$ cat src/rtl/aes_key_sched_ctrl_pkg.sv
// Shared definitions for the AES-128 key-schedule controller slice.
// Holds the AES-128 geometry constants, the controller FSM encoding and
// a GF(2^8) multiply helper used by the S-box.
package aes_key_sched_ctrl_pkg;

  localparam int AES_NR     = 10;
  localparam int AES_KEY_W  = 128;
  localparam int AES_WORD_W = 32;

  typedef enum logic [1:0] {
    ST_IDLE   = 2'd0,
    ST_EXPAND = 2'd1
  } state_t;

  // Multiply in GF(2^8) modulo x^8 + x^4 + x^3 + x + 1.
  function automatic logic [7:0] gf_mul(input logic [7:0] a, input logic [7:0] b);
    logic [7:0] acc;
    logic [7:0] aa;
    acc = 8'h00;
    aa  = a;
    for (int i = 0; i < 8; i++) begin
      if (b[i]) acc = acc ^ aa;
      aa = {aa[6:0], 1'b0} ^ (aa[7] ? 8'h1b : 8'h00);
    end
    return acc;
  endfunction

endpackage

$ cat src/rtl/aes_add_rcon.sv
// AddRcon: round-constant lookup for AES-128 key expansion.
// Ports: count - round counter (1..10); rcon - Rcon word, constant in the top byte.
// Count values outside 1..10 return zero; the controller never produces them.
module aes_add_rcon #(
  parameter int CNT_W = 4
) (
  input  logic [CNT_W-1:0] count,
  output logic [31:0]      rcon
);

  always_comb begin
    rcon = 32'h0000_0000;
    case (count)
      CNT_W'(1):  rcon = 32'h0100_0000;
      CNT_W'(2):  rcon = 32'h0200_0000;
      CNT_W'(3):  rcon = 32'h0400_0000;
      CNT_W'(4):  rcon = 32'h0800_0000;
      CNT_W'(5):  rcon = 32'h1000_0000;
      CNT_W'(6):  rcon = 32'h2000_0000;
      CNT_W'(7):  rcon = 32'h4000_0000;
      CNT_W'(8):  rcon = 32'h8000_0000;
      CNT_W'(9):  rcon = 32'h1b00_0000;
      CNT_W'(10): rcon = 32'h3600_0000;
      default:    rcon = 32'h0000_0000;
    endcase
  end

endmodule

$ cat src/rtl/aes_key_word_gen.sv
// Combinational AES-128 next-round-key generator.
// Ports: prev_key - round key i, w[4i] in [127:96]; rcon - Rcon word for the
// round being produced; next_key - round key i+1.
module aes_key_word_gen
  import aes_key_sched_ctrl_pkg::*;
(
  input  logic [AES_KEY_W-1:0]  prev_key,
  input  logic [AES_WORD_W-1:0] rcon,
  output logic [AES_KEY_W-1:0]  next_key
);

  logic [AES_WORD_W-1:0] w0, w1, w2, w3;
  logic [AES_WORD_W-1:0] rot, sub, t;
  logic [AES_WORD_W-1:0] n0, n1, n2, n3;

  assign w0 = prev_key[127:96];
  assign w1 = prev_key[95:64];
  assign w2 = prev_key[63:32];
  assign w3 = prev_key[31:0];

  // RotWord: left rotate by one byte.
  assign rot = {w3[23:0], w3[31:24]};

  for (genvar g = 0; g < 4; g++) begin : g_sbox
    aes_sbox u_sbox (
      .din  (rot[8*g +: 8]),
      .dout (sub[8*g +: 8])
    );
  end

  assign t  = sub ^ rcon;
  assign n0 = w0 ^ t;
  assign n1 = w1 ^ n0;
  assign n2 = w2 ^ n1;
  assign n3 = w3 ^ n2;

  assign next_key = {n0, n1, n2, n3};

endmodule

$ cat src/rtl/aes_sbox.sv
// AES forward S-box (combinational).
// Ports: din - input byte; dout - substituted byte.
// The multiplicative inverse is formed as din^254 (square-and-multiply);
// din=0 naturally maps to inverse 0, then the affine transform is applied.
module aes_sbox
  import aes_key_sched_ctrl_pkg::*;
(
  input  logic [7:0] din,
  output logic [7:0] dout
);

  logic [7:0] pw;
  logic [7:0] inv;

  always_comb begin
    pw  = din;
    inv = 8'h01;
    // inv = din^2 * din^4 * ... * din^128 = din^254
    for (int i = 1; i < 8; i++) begin
      pw  = gf_mul(pw, pw);
      inv = gf_mul(inv, pw);
    end
    dout = inv
         ^ {inv[6:0], inv[7]}
         ^ {inv[5:0], inv[7:6]}
         ^ {inv[4:0], inv[7:5]}
         ^ {inv[3:0], inv[7:4]}
         ^ 8'h63;
  end

endmodule

$ cat src/rtl/aes_key_sched_ctrl.sv
// Iterative AES-128 key-expansion controller.
// Latches a cipher key on start and presents round keys 0..10, advancing one
// round per accepted handshake.
// Ports:
//   clk, rst_n      - clock, synchronous active-low reset
//   start, key_in   - begin expansion with key_in (accepted only in IDLE)
//   rk_ready        - consumer accepts the current round key
//   rk_valid        - round_key / round_idx are valid
//   round_key       - current round key, w[4i] in [127:96]
//   round_idx       - index of round_key, 0..10
//   busy            - expansion in progress
//   done            - one-cycle pulse after round key 10 is accepted
// Handshake: a transfer happens on a rising edge where rk_valid && rk_ready.
// While rk_valid && !rk_ready the round key and index are held unchanged;
// rk_ready has no effect while rk_valid is low.
module aes_key_sched_ctrl
  import aes_key_sched_ctrl_pkg::*;
#(
  parameter int NR    = AES_NR,
  parameter int CNT_W = 4
) (
  input  logic                 clk,
  input  logic                 rst_n,
  input  logic                 start,
  input  logic [AES_KEY_W-1:0] key_in,
  input  logic                 rk_ready,
  output logic                 rk_valid,
  output logic [AES_KEY_W-1:0] round_key,
  output logic [3:0]           round_idx,
  output logic                 busy,
  output logic                 done
);

  localparam logic [3:0]       LAST_IDX = 4'(NR);
  localparam logic [CNT_W-1:0] LAST_CNT = CNT_W'(NR);

  state_t                 state, state_n;
  logic [CNT_W-1:0]       cnt, cnt_n;
  logic [AES_KEY_W-1:0]   key_n, gen_key;
  logic [3:0]             idx_n;
  logic                   valid_n, busy_n, done_n;
  logic [AES_WORD_W-1:0]  rcon;

  aes_add_rcon #(.CNT_W(CNT_W)) u_rcon (
    .count (cnt),
    .rcon  (rcon)
  );

  aes_key_word_gen u_word_gen (
    .prev_key (round_key),
    .rcon     (rcon),
    .next_key (gen_key)
  );

  always_ff @(posedge clk) begin
    if (!rst_n) begin
      state     <= ST_IDLE;
      cnt       <= '0;
      round_key <= '0;
      round_idx <= '0;
      rk_valid  <= 1'b0;
      busy      <= 1'b0;
      done      <= 1'b0;
    end else begin
      state     <= state_n;
      cnt       <= cnt_n;
      round_key <= key_n;
      round_idx <= idx_n;
      rk_valid  <= valid_n;
      busy      <= busy_n;
      done      <= done_n;
    end
  end

  always_comb begin
    state_n = state;
    cnt_n   = cnt;
    key_n   = round_key;
    idx_n   = round_idx;
    valid_n = rk_valid;
    busy_n  = busy;
    done_n  = 1'b0;
    case (state)
      ST_IDLE: begin
        if (start) begin
          key_n   = key_in;
          idx_n   = 4'd0;
          cnt_n   = CNT_W'(1);
          valid_n = 1'b1;
          busy_n  = 1'b1;
          state_n = ST_EXPAND;
        end
      end
      ST_EXPAND: begin
        if (rk_valid && rk_ready) begin
          if (round_idx == LAST_IDX) begin
            valid_n = 1'b0;
            busy_n  = 1'b0;
            done_n  = 1'b1;
            state_n = ST_IDLE;
          end else begin
            key_n = gen_key;
            idx_n = round_idx + 4'd1;
            // cnt has already driven the last Rcon when it reaches NR; hold it
            // there so the lookup never leaves 1..NR.
            cnt_n = (cnt == LAST_CNT) ? cnt : cnt + CNT_W'(1);
          end
        end
      end
      default: state_n = ST_IDLE;
    endcase
  end

endmodule

$ cat config.mk
export PLATFORM = sky130hd
export DESIGN_NAME = aes_key_sched_ctrl
export DESIGN_NICKNAME = d
export VERILOG_FILES = /design/src/rtl/aes_key_sched_ctrl_pkg.sv /design/src/rtl/aes_add_rcon.sv /design/src/rtl/aes_key_word_gen.sv /design/src/rtl/aes_sbox.sv /design/src/rtl/aes_key_sched_ctrl.sv
export SDC_FILE = /design/constraint.sdc
export NUM_CORES = 2
export LEC_CHECK = 0
export ABC_CLOCK_PERIOD_IN_PS = 33600
export BUFFER_PORTS_ARGS = -buffer_cell sky130_fd_sc_hd__buf_2
export CORE_AREA = 2 2 321 323
export CTS_CLUSTER_DIAMETER = 40
export CTS_CLUSTER_SIZE = 16
export DETAILED_ROUTE_END_ITERATION = 8
export DIE_AREA = 0 0 323 325
export GPL_ROUTABILITY_DRIVEN = 0
export HOLD_SLACK_MARGIN = 0.08
export PLACE_DENSITY_LB_ADDON = 0.25
export SLEW_MARGIN = 25
export SYNTH_ARGS = -nofsm -noshare
export SYNTH_HDL_FRONTEND = slang
export SYNTH_SLANG_ARGS = --single-unit
$ cat constraint.sdc
create_clock -name clk -period 33.6 [get_ports clk]
set_clock_uncertainty 0.1 [all_clocks]
set_input_delay 6.72 -clock clk [delete_from_list [all_inputs] [get_ports clk]]
set_output_delay 6.72 -clock clk [all_outputs]
set_load 0.05 [all_outputs]
== Word level (Yosys, flattened, before mapping) ==
Memories as Yosys holds them, arrays and structs flattened. A register that Yosys moved wholly into a read port is not among the register bits.
Index checks and enable logic that the tools add are counted.

* Memories: 1
* Logic and storage cells: 1642
* Bits of input ports: 132
* Register bits: 140
* Output and inout port bits: 135
* Bits in read-only memories: 128

{| class="wikitable"
|+ Memories
! name !! depth !! bits a word !! read ports !! clocked after memory_dff !! write ports !! RTL line !! text
|-
| (name not given) || 16 || 8 || 1 || 1 || 0 || aes_add_rcon.sv:13 || <nowiki>case (count)</nowiki>
|}

* Eq/ne operators: 8
* Muxes and demuxes: 836
* Bitwise operators: 781
* Reductions and logical operators: 8
* Add/sub/neg operators: 2

{| class="wikitable"
|+ Operators with widths
! operator !! number
|-
| 2-to-1 mux 8 bit || 420
|-
| bitwise XOR 8 bit || 380
|-
| bitwise XOR 8 x 5 -> 8 bit || 364
|-
| 2-to-1 mux 5 bit || 368
|-
| 2-to-1 mux 128 bit || 3
|-
| one-hot mux 128 bit (2 select lines) || 1
|-
| bitwise XOR 32 bit || 5
|-
| 2-to-1 mux 4 bit || 13
|-
| 2-to-1 mux 7 bit || 4
|-
| inverter 1 bit (first input constant) || 28
|-
| 2-to-1 mux 6 bit || 4
|-
| inverter 4 bit || 4
|-
| one-hot mux 4 bit (2 select lines) || 2
|-
| 2-to-1 mux 2 bit || 7
|-
| 2-to-1 mux 3 bit || 4
|-
| inequality test 2 bit (second input constant) || 5
|-
| adder 4 x 1 -> 4 bit (second input constant) || 2
|-
| == test 4 bit (second input constant) || 2
|-
| 2-to-1 mux 1 bit || 8
|-
| AND reduction 4 bit || 2
|-
| AND reduction 3 bit || 2
|-
| AND reduction 5 bit || 1
|-
| one-hot mux 2 bit (2 select lines) || 1
|-
| == test 2 x 1 -> 1 bit (second input constant) || 1
|-
| 4 further kinds || 4
|}

== Longest topological paths before layout ==
* Word-level depth: 140
* Depth in mapped cells: 67
* Mapped depth without buffers: 57

== Hierarchy ==
Synthesis repeated with hierarchy kept, for this count alone.

* Cells, all modules: 8684
* Area total of the unflattened synthesis: 70563.9 µm²

{| class="wikitable"
|+ Modules (own cells, without submodules)
! module !! sequential area each (µm²) !! cells an instance !! area an instance (µm²) !! times used
|-
| aes_sbox || 0.0 || 1942 || 15220.8 || 4
|-
| aes_key_sched_ctrl || 2762.6 || 650 || 7375.8 || 1
|-
| aes_key_word_gen || 0.0 || 223 || 1970.6 || 1
|-
| aes_add_rcon || 0.0 || 43 || 334.1 || 1
|}

== Worst setup path before layout ==
OpenSTA, ideal clock, no wires.

* Path type: register to register
* Start point: register round_key[23]
* End point: register round_key[31]
* Arrival: 16.021 ns
* Path buffers: 7
* Cell stages (with the launch flop): 61
* Clock period less this slack: 16.247 ns
* Slack: 17.353 ns
* Data required time: 33.374 ns
* Cells stage by stage: dfxtp_1 ha_1 buf_2 nand2_1 xnor2_2 inv_2 buf_4 buf_4 ha_1 clkinv_1 xnor3_1 xnor2_1 nor2_1 a21oi_1 o22ai_1 xor2_1 xnor2_1 buf_4 [25 not listed] xor2_1 xor3_2 xnor3_1 nor2_1 xnor3_1 xnor3_1 xnor3_1 buf_4 xor3_1 nor2_1 xnor2_1 xnor3_1 xor3_1 xor2_1 xnor3_1 xnor2_1 mux2i_1 o211ai_1

* Cells in the longest elaborated chain, start to end: 136

{| class="wikitable"
|+ Ends and longest elaborated chain
! element !! RTL line !! text
|-
| from (decl) || aes_key_sched_ctrl.sv:28 || <nowiki>output logic [AES_KEY_W-1:0] round_key,</nowiki>
|-
| from (signal assigned) || aes_key_sched_ctrl.sv:67 || <nowiki>round_key <= key_n;</nowiki>
|-
| 2-to-1 mux 5 bit || aes_key_sched_ctrl_pkg.sv:23 || <nowiki>aa = {aa[6:0], 1'b0} ^ (aa[7] ? 8'h1b : 8'h00);</nowiki>
|-
| bitwise XOR 8 x 5 -> 8 bit || aes_key_sched_ctrl_pkg.sv:23 ||
|-
| bitwise XOR 8 bit || aes_key_sched_ctrl_pkg.sv:22 || <nowiki>if (b[i]) acc = acc ^ aa;</nowiki>
|-
| 2-to-1 mux 8 bit || aes_key_sched_ctrl_pkg.sv:22 ||
|-
| bitwise XOR 8 bit || aes_key_sched_ctrl_pkg.sv:22 ||
|-
| 2-to-1 mux 8 bit || aes_key_sched_ctrl_pkg.sv:22 ||
|-
| bitwise XOR 8 bit || aes_key_sched_ctrl_pkg.sv:22 ||
|-
| 2-to-1 mux 8 bit || aes_key_sched_ctrl_pkg.sv:22 ||
|-
| [120 not listed] || n/a ||
|-
| bitwise XOR 32 bit * || aes_key_word_gen.sv:31 || <nowiki>assign t = sub ^ rcon;</nowiki>
|-
| bitwise XOR 32 bit * || aes_key_word_gen.sv:32 || <nowiki>assign n0 = w0 ^ t;</nowiki>
|-
| bitwise XOR 32 bit * || aes_key_word_gen.sv:33 || <nowiki>assign n1 = w1 ^ n0;</nowiki>
|-
| bitwise XOR 32 bit * || aes_key_word_gen.sv:34 || <nowiki>assign n2 = w2 ^ n1;</nowiki>
|-
| bitwise XOR 32 bit * || aes_key_word_gen.sv:35 || <nowiki>assign n3 = w3 ^ n2;</nowiki>
|-
| 2-to-1 mux 128 bit * || aes_key_sched_ctrl.sv:96 || <nowiki>if (round_idx == LAST_IDX) begin</nowiki>
|-
| 2-to-1 mux 128 bit * || aes_key_sched_ctrl.sv:95 || <nowiki>if (rk_valid && rk_ready) begin</nowiki>
|-
| one-hot mux 128 bit (2 select lines) * || aes_key_sched_ctrl.sv:83 || <nowiki>case (state)</nowiki>
|}

Every way passes the cells marked *; elsewhere a longest branch is shown, timed or not. The select of a mux whose other input is x is not followed.
A chain may end at the register's enable or synchronous reset.

== Final worst setup path ==
* Start point: register round_key[23]
* End point: register round_key[61]

* Cells in the longest elaborated chain, start to end: 136

{| class="wikitable"
|+ Ends and longest elaborated chain
! element !! RTL line
|-
| 2-to-1 mux 5 bit or 2-to-1 mux 8 bit (tied branches) || aes_key_sched_ctrl_pkg.sv:23, aes_key_sched_ctrl_pkg.sv:22
|-
| bitwise XOR 8 x 5 -> 8 bit or bitwise XOR 8 bit (tied branches) || aes_key_sched_ctrl_pkg.sv:23, aes_key_sched_ctrl_pkg.sv:22
|-
| bitwise XOR 8 bit or 2-to-1 mux 8 bit (tied branches) || aes_key_sched_ctrl_pkg.sv:22
|-
| 2-to-1 mux 8 bit or bitwise XOR 8 bit (tied branches) || aes_key_sched_ctrl_pkg.sv:22
|-
| bitwise XOR 8 bit or 2-to-1 mux 8 bit (tied branches) || aes_key_sched_ctrl_pkg.sv:22
|-
| 2-to-1 mux 8 bit or bitwise XOR 8 bit (tied branches) || aes_key_sched_ctrl_pkg.sv:22
|-
| bitwise XOR 8 bit or 2-to-1 mux 8 bit (tied branches) || aes_key_sched_ctrl_pkg.sv:22
|-
| 2-to-1 mux 8 bit or bitwise XOR 8 bit (tied branches) || aes_key_sched_ctrl_pkg.sv:22
|-
| [120 not listed] || n/a
|-
| inverter 4 bit (no source line) * || n/a
|-
| bitwise XOR 32 bit * || aes_key_word_gen.sv:31
|-
| bitwise XOR 32 bit * || aes_key_word_gen.sv:32
|-
| bitwise XOR 32 bit * || aes_key_word_gen.sv:33
|-
| bitwise XOR 32 bit * || aes_key_word_gen.sv:34
|-
| 2-to-1 mux 128 bit * || aes_key_sched_ctrl.sv:96
|-
| 2-to-1 mux 128 bit * || aes_key_sched_ctrl.sv:95
|-
| one-hot mux 128 bit (2 select lines) * || aes_key_sched_ctrl.sv:83
|}

Marked as above.

==> results <==
- The storage element area is 2930 um2.
- The finished cells cover 66000 um2.
- Summing all placed instances gives a cell area of 65300 um2.
- The floorplan step defined a core boundary enclosing 101000 um2.
- The cell type with the highest occurrence count on the critical path is sky130_fd_sc_hd__xnor3_1.
- For this run, asynchronously set or reset flops after synthesis account for 0%.
- The area growth from synthesis to layout is 5.44%.
- For this run, the detailed router's first-pass iteration total came to 9.
- The post-cts resize count is 0.
- The HPWL after detailed placement is 150 mm.
- The first-pass GRT wire length is 319 mm.
- The net count of the finished layout is 8631.
- Along the worst path, the maximum fanout reaches 28.
- The total number of vias is 63400.
- The fraction of the mapped netlist area in adder cells is 0.587%.
- For this design, the sink count on the clock tree is 146.
- By startpoint and endpoint, the worst setup path is classified as reg2reg.
- The path class of the tightest hold or removal check is reg2reg.
- The share of the clock period used by the worst path after layout is 58.4%.
- The shortest period the worst path allows is 19.61 ns.
- For the final routed database, the setup TNS stands at 0 ns.
- Setup slack on the worst reg-to-reg path comes out at 13.99 ns.
- The worst flop-to-flop path startpoint is round_key[23]$_SDFFE_PN0P_.
- The highest attainable clock frequency is 0.0510 GHz.
- In this run the worst setup path terminates at round_key[61]$_SDFFE_PN0P_.
- The largest stage delay on the critical path is 0.93 ns.
- The slowest stage of the critical path is the sky130_fd_sc_hd__dfxtp_1 cell.
- In this run, the number of DRC markers left after iteration 0 of detailed routing was 8471.
- The detailed-route wire length is 204 mm.
- In the post-synthesis netlist, the biggest area contributors are sky130_fd_sc_hd__xnor2_1, sky130_fd_sc_hd__xnor3_1, sky130_fd_sc_hd__nor2_1, sky130_fd_sc_hd__xor2_1, sky130_fd_sc_hd__nand2_1.
- The count of buffers added on input and output ports is 266.
- The number of top-level pins is 267.
- The number of filler instances in the final layout is 8969.
- Synthesis instantiated 107 different standard cells from the library.
- The worst register-to-register path ends at round_key[61]$_SDFFE_PN0P_.
- The library cell used most frequently in the layout, excluding fill and tap cells, is sky130_fd_sc_hd__xnor2_1.
- The combinational family with the most area after synthesis is XOR/XNOR gates.
- Setup repair after global routing left no endpoint under its margin.
- Summing all multi-input logic gate instances after layout gives 57200 um2.
- The number of setup buffers added after CTS is 0.
- During synthesis, Yosys emitted a total of 0 warnings.
- The detailed-route vias per instance is 6.43.
- The measured slew at the worst slew-check pin is 1.16 ns.
- STA puts the critical path data required time at 33.91 ns.
- STA classifies the critical path startpoint as a register.
- The tree is rooted in a sky130_fd_sc_hd__clkbuf_16.
- In this run the tightest slew margin relative to its limit is 22.0%.
- The proportion of synthesized chip area in sequential cells is 4.67%.
- In the layout the commonest cells are sky130_fd_sc_hd__xnor2_1, sky130_fd_sc_hd__nor2_1, sky130_fd_sc_hd__nand2_1.
- The most critical setup path has its startpoint at round_key[23]$_SDFFE_PN0P_.
- The via count of the first global-routing pass is 57200.
- The die boundary width is 323 um.
- The synthesized area per cell is 7.34 um2.
- The layout cell share with drive strength beyond 1 is 9.88%.
- Clock tree synthesis inserted a total of 17 buffers.
- The final setup violation count is 0.
- The xor and xnor area share after synthesis is 46.5%.
- In this run, synthesis inferred 0 flip-flops with an integrated enable.
- The starting utilization of the core area is 61.8%.
- The flip-flop and latch count after synthesis is 146.
- After clock tree synthesis, the flow added hold-fix buffers numbering 0.
- After synthesis the cells add up to 62600 um2.
- Among all flip-flop cells after synthesis, the most frequent one is sky130_fd_sc_hd__dfxtp_1.
- Global routing finished with a remaining overflow of 0.
- The endpoint type of the worst setup path is a register.
- Summed over its instances, the top area cell type makes up 23.2% of the synthesized netlist area.
- Synthesis produced a netlist whose cell count is 8533.
- The routed wire length per instance is 20.7 um.
- The number of hold violations in the final report was 0.
- After floorplanning, the core was divided into 117 placement rows.
- The floorplan step set the die height to 325 um.
- Global routing used 37.0% of the available tracks.
- The clock-pin slew of the registers on the worst-case setup and hold paths is 0.08 ns.
- The die footprint is 105000 um2.
- After synthesis, the share of cell area in mux cells is 3.90%.
- The number of antenna violations at the first check in global routing is 15.
- Across the run, the number of max-cap violations was 0.
- The max-slew violation count was 0.
- In this run the number of H-tree levels came out at 4.
- The number of nets in the synthesized netlist is 8692.
- The flow ran to the end, and the final reports show no timing, DRC or antenna violations.
- The CTS tree is built.
- The synthesized netlist devotes 19.0% of its cell area to compound gates.
- The worst register-to-register path has a depth of 56.
- The maximum number of buffers from clock root to sink is 2.
- The simple-gate share of the synthesized area is 20.7%.
- Entering global routing, the biggest net connects 64 pins.
- For the worst setup path, the data arrival time is 19.93 ns.
- The count of nets left with antenna violations once routing finished came out at 0.
- The library cell occupying the most area in the post-synthesis netlist is sky130_fd_sc_hd__xnor2_1.
- For this run, design rule violations remaining after detail routing come to 0.
- The clock reaches the later pin of the worst-skew pair after 0.49 ns.
[through the flow]
step	utilization, %	cells	worst slack (ns)	hold slack, ns
floorplan	-	8533	17.35	0.423
global placement	64.5	9821	14.92	0.367
detailed placement	64.5	9821	14.38	0.382
CTS	65.1	9853	14.31	0.391
global route	65.2	9855	12.83	0.414
finish	65.2	9858	13.99	0.387
[cell usage after synthesis, types with 23 or more instances]
| cell | instances |
|---|---|
| sky130_fd_sc_hd__or3_1 | 43 |
| sky130_fd_sc_hd__o31ai_1 | 25 |
| sky130_fd_sc_hd__nor4_1 | 24 |
| sky130_fd_sc_hd__nor2b_1 | 68 |
| sky130_fd_sc_hd__mux2i_1 | 179 |
| sky130_fd_sc_hd__xnor3_1 | 326 |
| sky130_fd_sc_hd__a221oi_1 | 45 |
| sky130_fd_sc_hd__clkbuf_1 | 388 |
| sky130_fd_sc_hd__a21o_1 | 46 |
| sky130_fd_sc_hd__o21a_1 | 23 |
| sky130_fd_sc_hd__or2_2 | 33 |
| sky130_fd_sc_hd__buf_1 | 53 |
| sky130_fd_sc_hd__a22oi_1 | 82 |
| sky130_fd_sc_hd__mux2_2 | 52 |
| sky130_fd_sc_hd__nor2_1 | 1225 |
| sky130_fd_sc_hd__buf_4 | 43 |
| sky130_fd_sc_hd__dfxtp_1 | 146 |
| sky130_fd_sc_hd__nand4_1 | 23 |
| sky130_fd_sc_hd__nand3_1 | 197 |
| sky130_fd_sc_hd__and3_1 | 53 |
| sky130_fd_sc_hd__o221ai_1 | 32 |
| sky130_fd_sc_hd__buf_2 | 104 |
| sky130_fd_sc_hd__a31oi_1 | 80 |
| sky130_fd_sc_hd__o21ai_1 | 24 |
| sky130_fd_sc_hd__a211oi_1 | 77 |
| sky130_fd_sc_hd__o211ai_1 | 82 |
| sky130_fd_sc_hd__inv_1 | 92 |
| sky130_fd_sc_hd__a21oi_1 | 530 |
| sky130_fd_sc_hd__o21ai_0 | 387 |
| sky130_fd_sc_hd__xnor2_2 | 49 |
| sky130_fd_sc_hd__xnor2_1 | 1662 |
| sky130_fd_sc_hd__nand2b_1 | 55 |
| sky130_fd_sc_hd__xor3_1 | 57 |
| sky130_fd_sc_hd__nand2_1 | 902 |
| sky130_fd_sc_hd__xor2_1 | 430 |
| sky130_fd_sc_hd__nor3_1 | 229 |
| sky130_fd_sc_hd__a32oi_1 | 41 |
| sky130_fd_sc_hd__o22ai_1 | 107 |
| sky130_fd_sc_hd__and2_1 | 64 |
| sky130_fd_sc_hd__ha_1 | 27 |
[per-layer routing]
metal / part of all wire, % / track usage (%)
met2: 43 / 56.2
met1: 41 / 51.6
met4: 4.1 / 13.6
met5: 0.035 / 0
met3: 12 / 7.69
[state kept, by name, summed over array words and instances, names as in the netlist]
| signal | cells |
|---|---|
| done | 1 |
| busy | 1 |
| u_rcon.rcon | 8 |
| round_key | 128 |
| cnt | 4 |
| round_idx | 4 |
[how the worst min path moves through the flow]
| stage | start | to | cells after the start |
|---|---|---|---|
| floorplan | cnt[0]$_SDFFE_PN0P_ | cnt[0]$_SDFFE_PN0P_ | 2 |
| global placement | round_key[121]$_SDFFE_PN0P_ | round_key[121]$_SDFFE_PN0P_ | 2 |
| detailed placement | round_key[21]$_SDFFE_PN0P_ | round_key[21]$_SDFFE_PN0P_ | 2 |
| CTS | round_key[21]$_SDFFE_PN0P_ | round_key[21]$_SDFFE_PN0P_ | 2 |
| global route | round_key[124]$_SDFFE_PN0P_ | round_key[124]$_SDFFE_PN0P_ | 2 |
| finish | round_key[21]$_SDFFE_PN0P_ | round_key[21]$_SDFFE_PN0P_ | 2 |
[logic make-up after synthesis]
logic type	count (synthesis)
xor gates and xnor gates	2581
buffers and inverters	702
DFF	146
muxes	234
AOI/OAI and AO/OA	1852
and+or+nand+nor	2988
adders and majority gates	30
[cell type report]
class / instances / area share (%)
clock inverter: 15 / 0.286
antenna: 5 / 0.0189
sequential: 146 / 4.43
inverter: 110 / 0.637
tap: 1368 / 2.59
timing repair buffer: 512 / 4.81
multi-input combinational: 7685 / 86.6
clock buffer: 17 / 0.644
[worst max-delay path, delay by kind of cell (launching register included)]
| family | cells | cell delay [ns] |
|---|---|---|
| simple gates | 13 | 2.69 |
| buf+inv | 6 | 1.58 |
| mux | 3 | 0.84 |
| flops | 1 | 0.93 |
| xor+xnor | 27 | 11.05 |
| compound gates | 4 | 0.96 |
| fa+ha+maj | 3 | 1.31 |
Power is not shown: default switching activity piles up to over one toggle a cycle in this logic, so the estimate is an artifact.
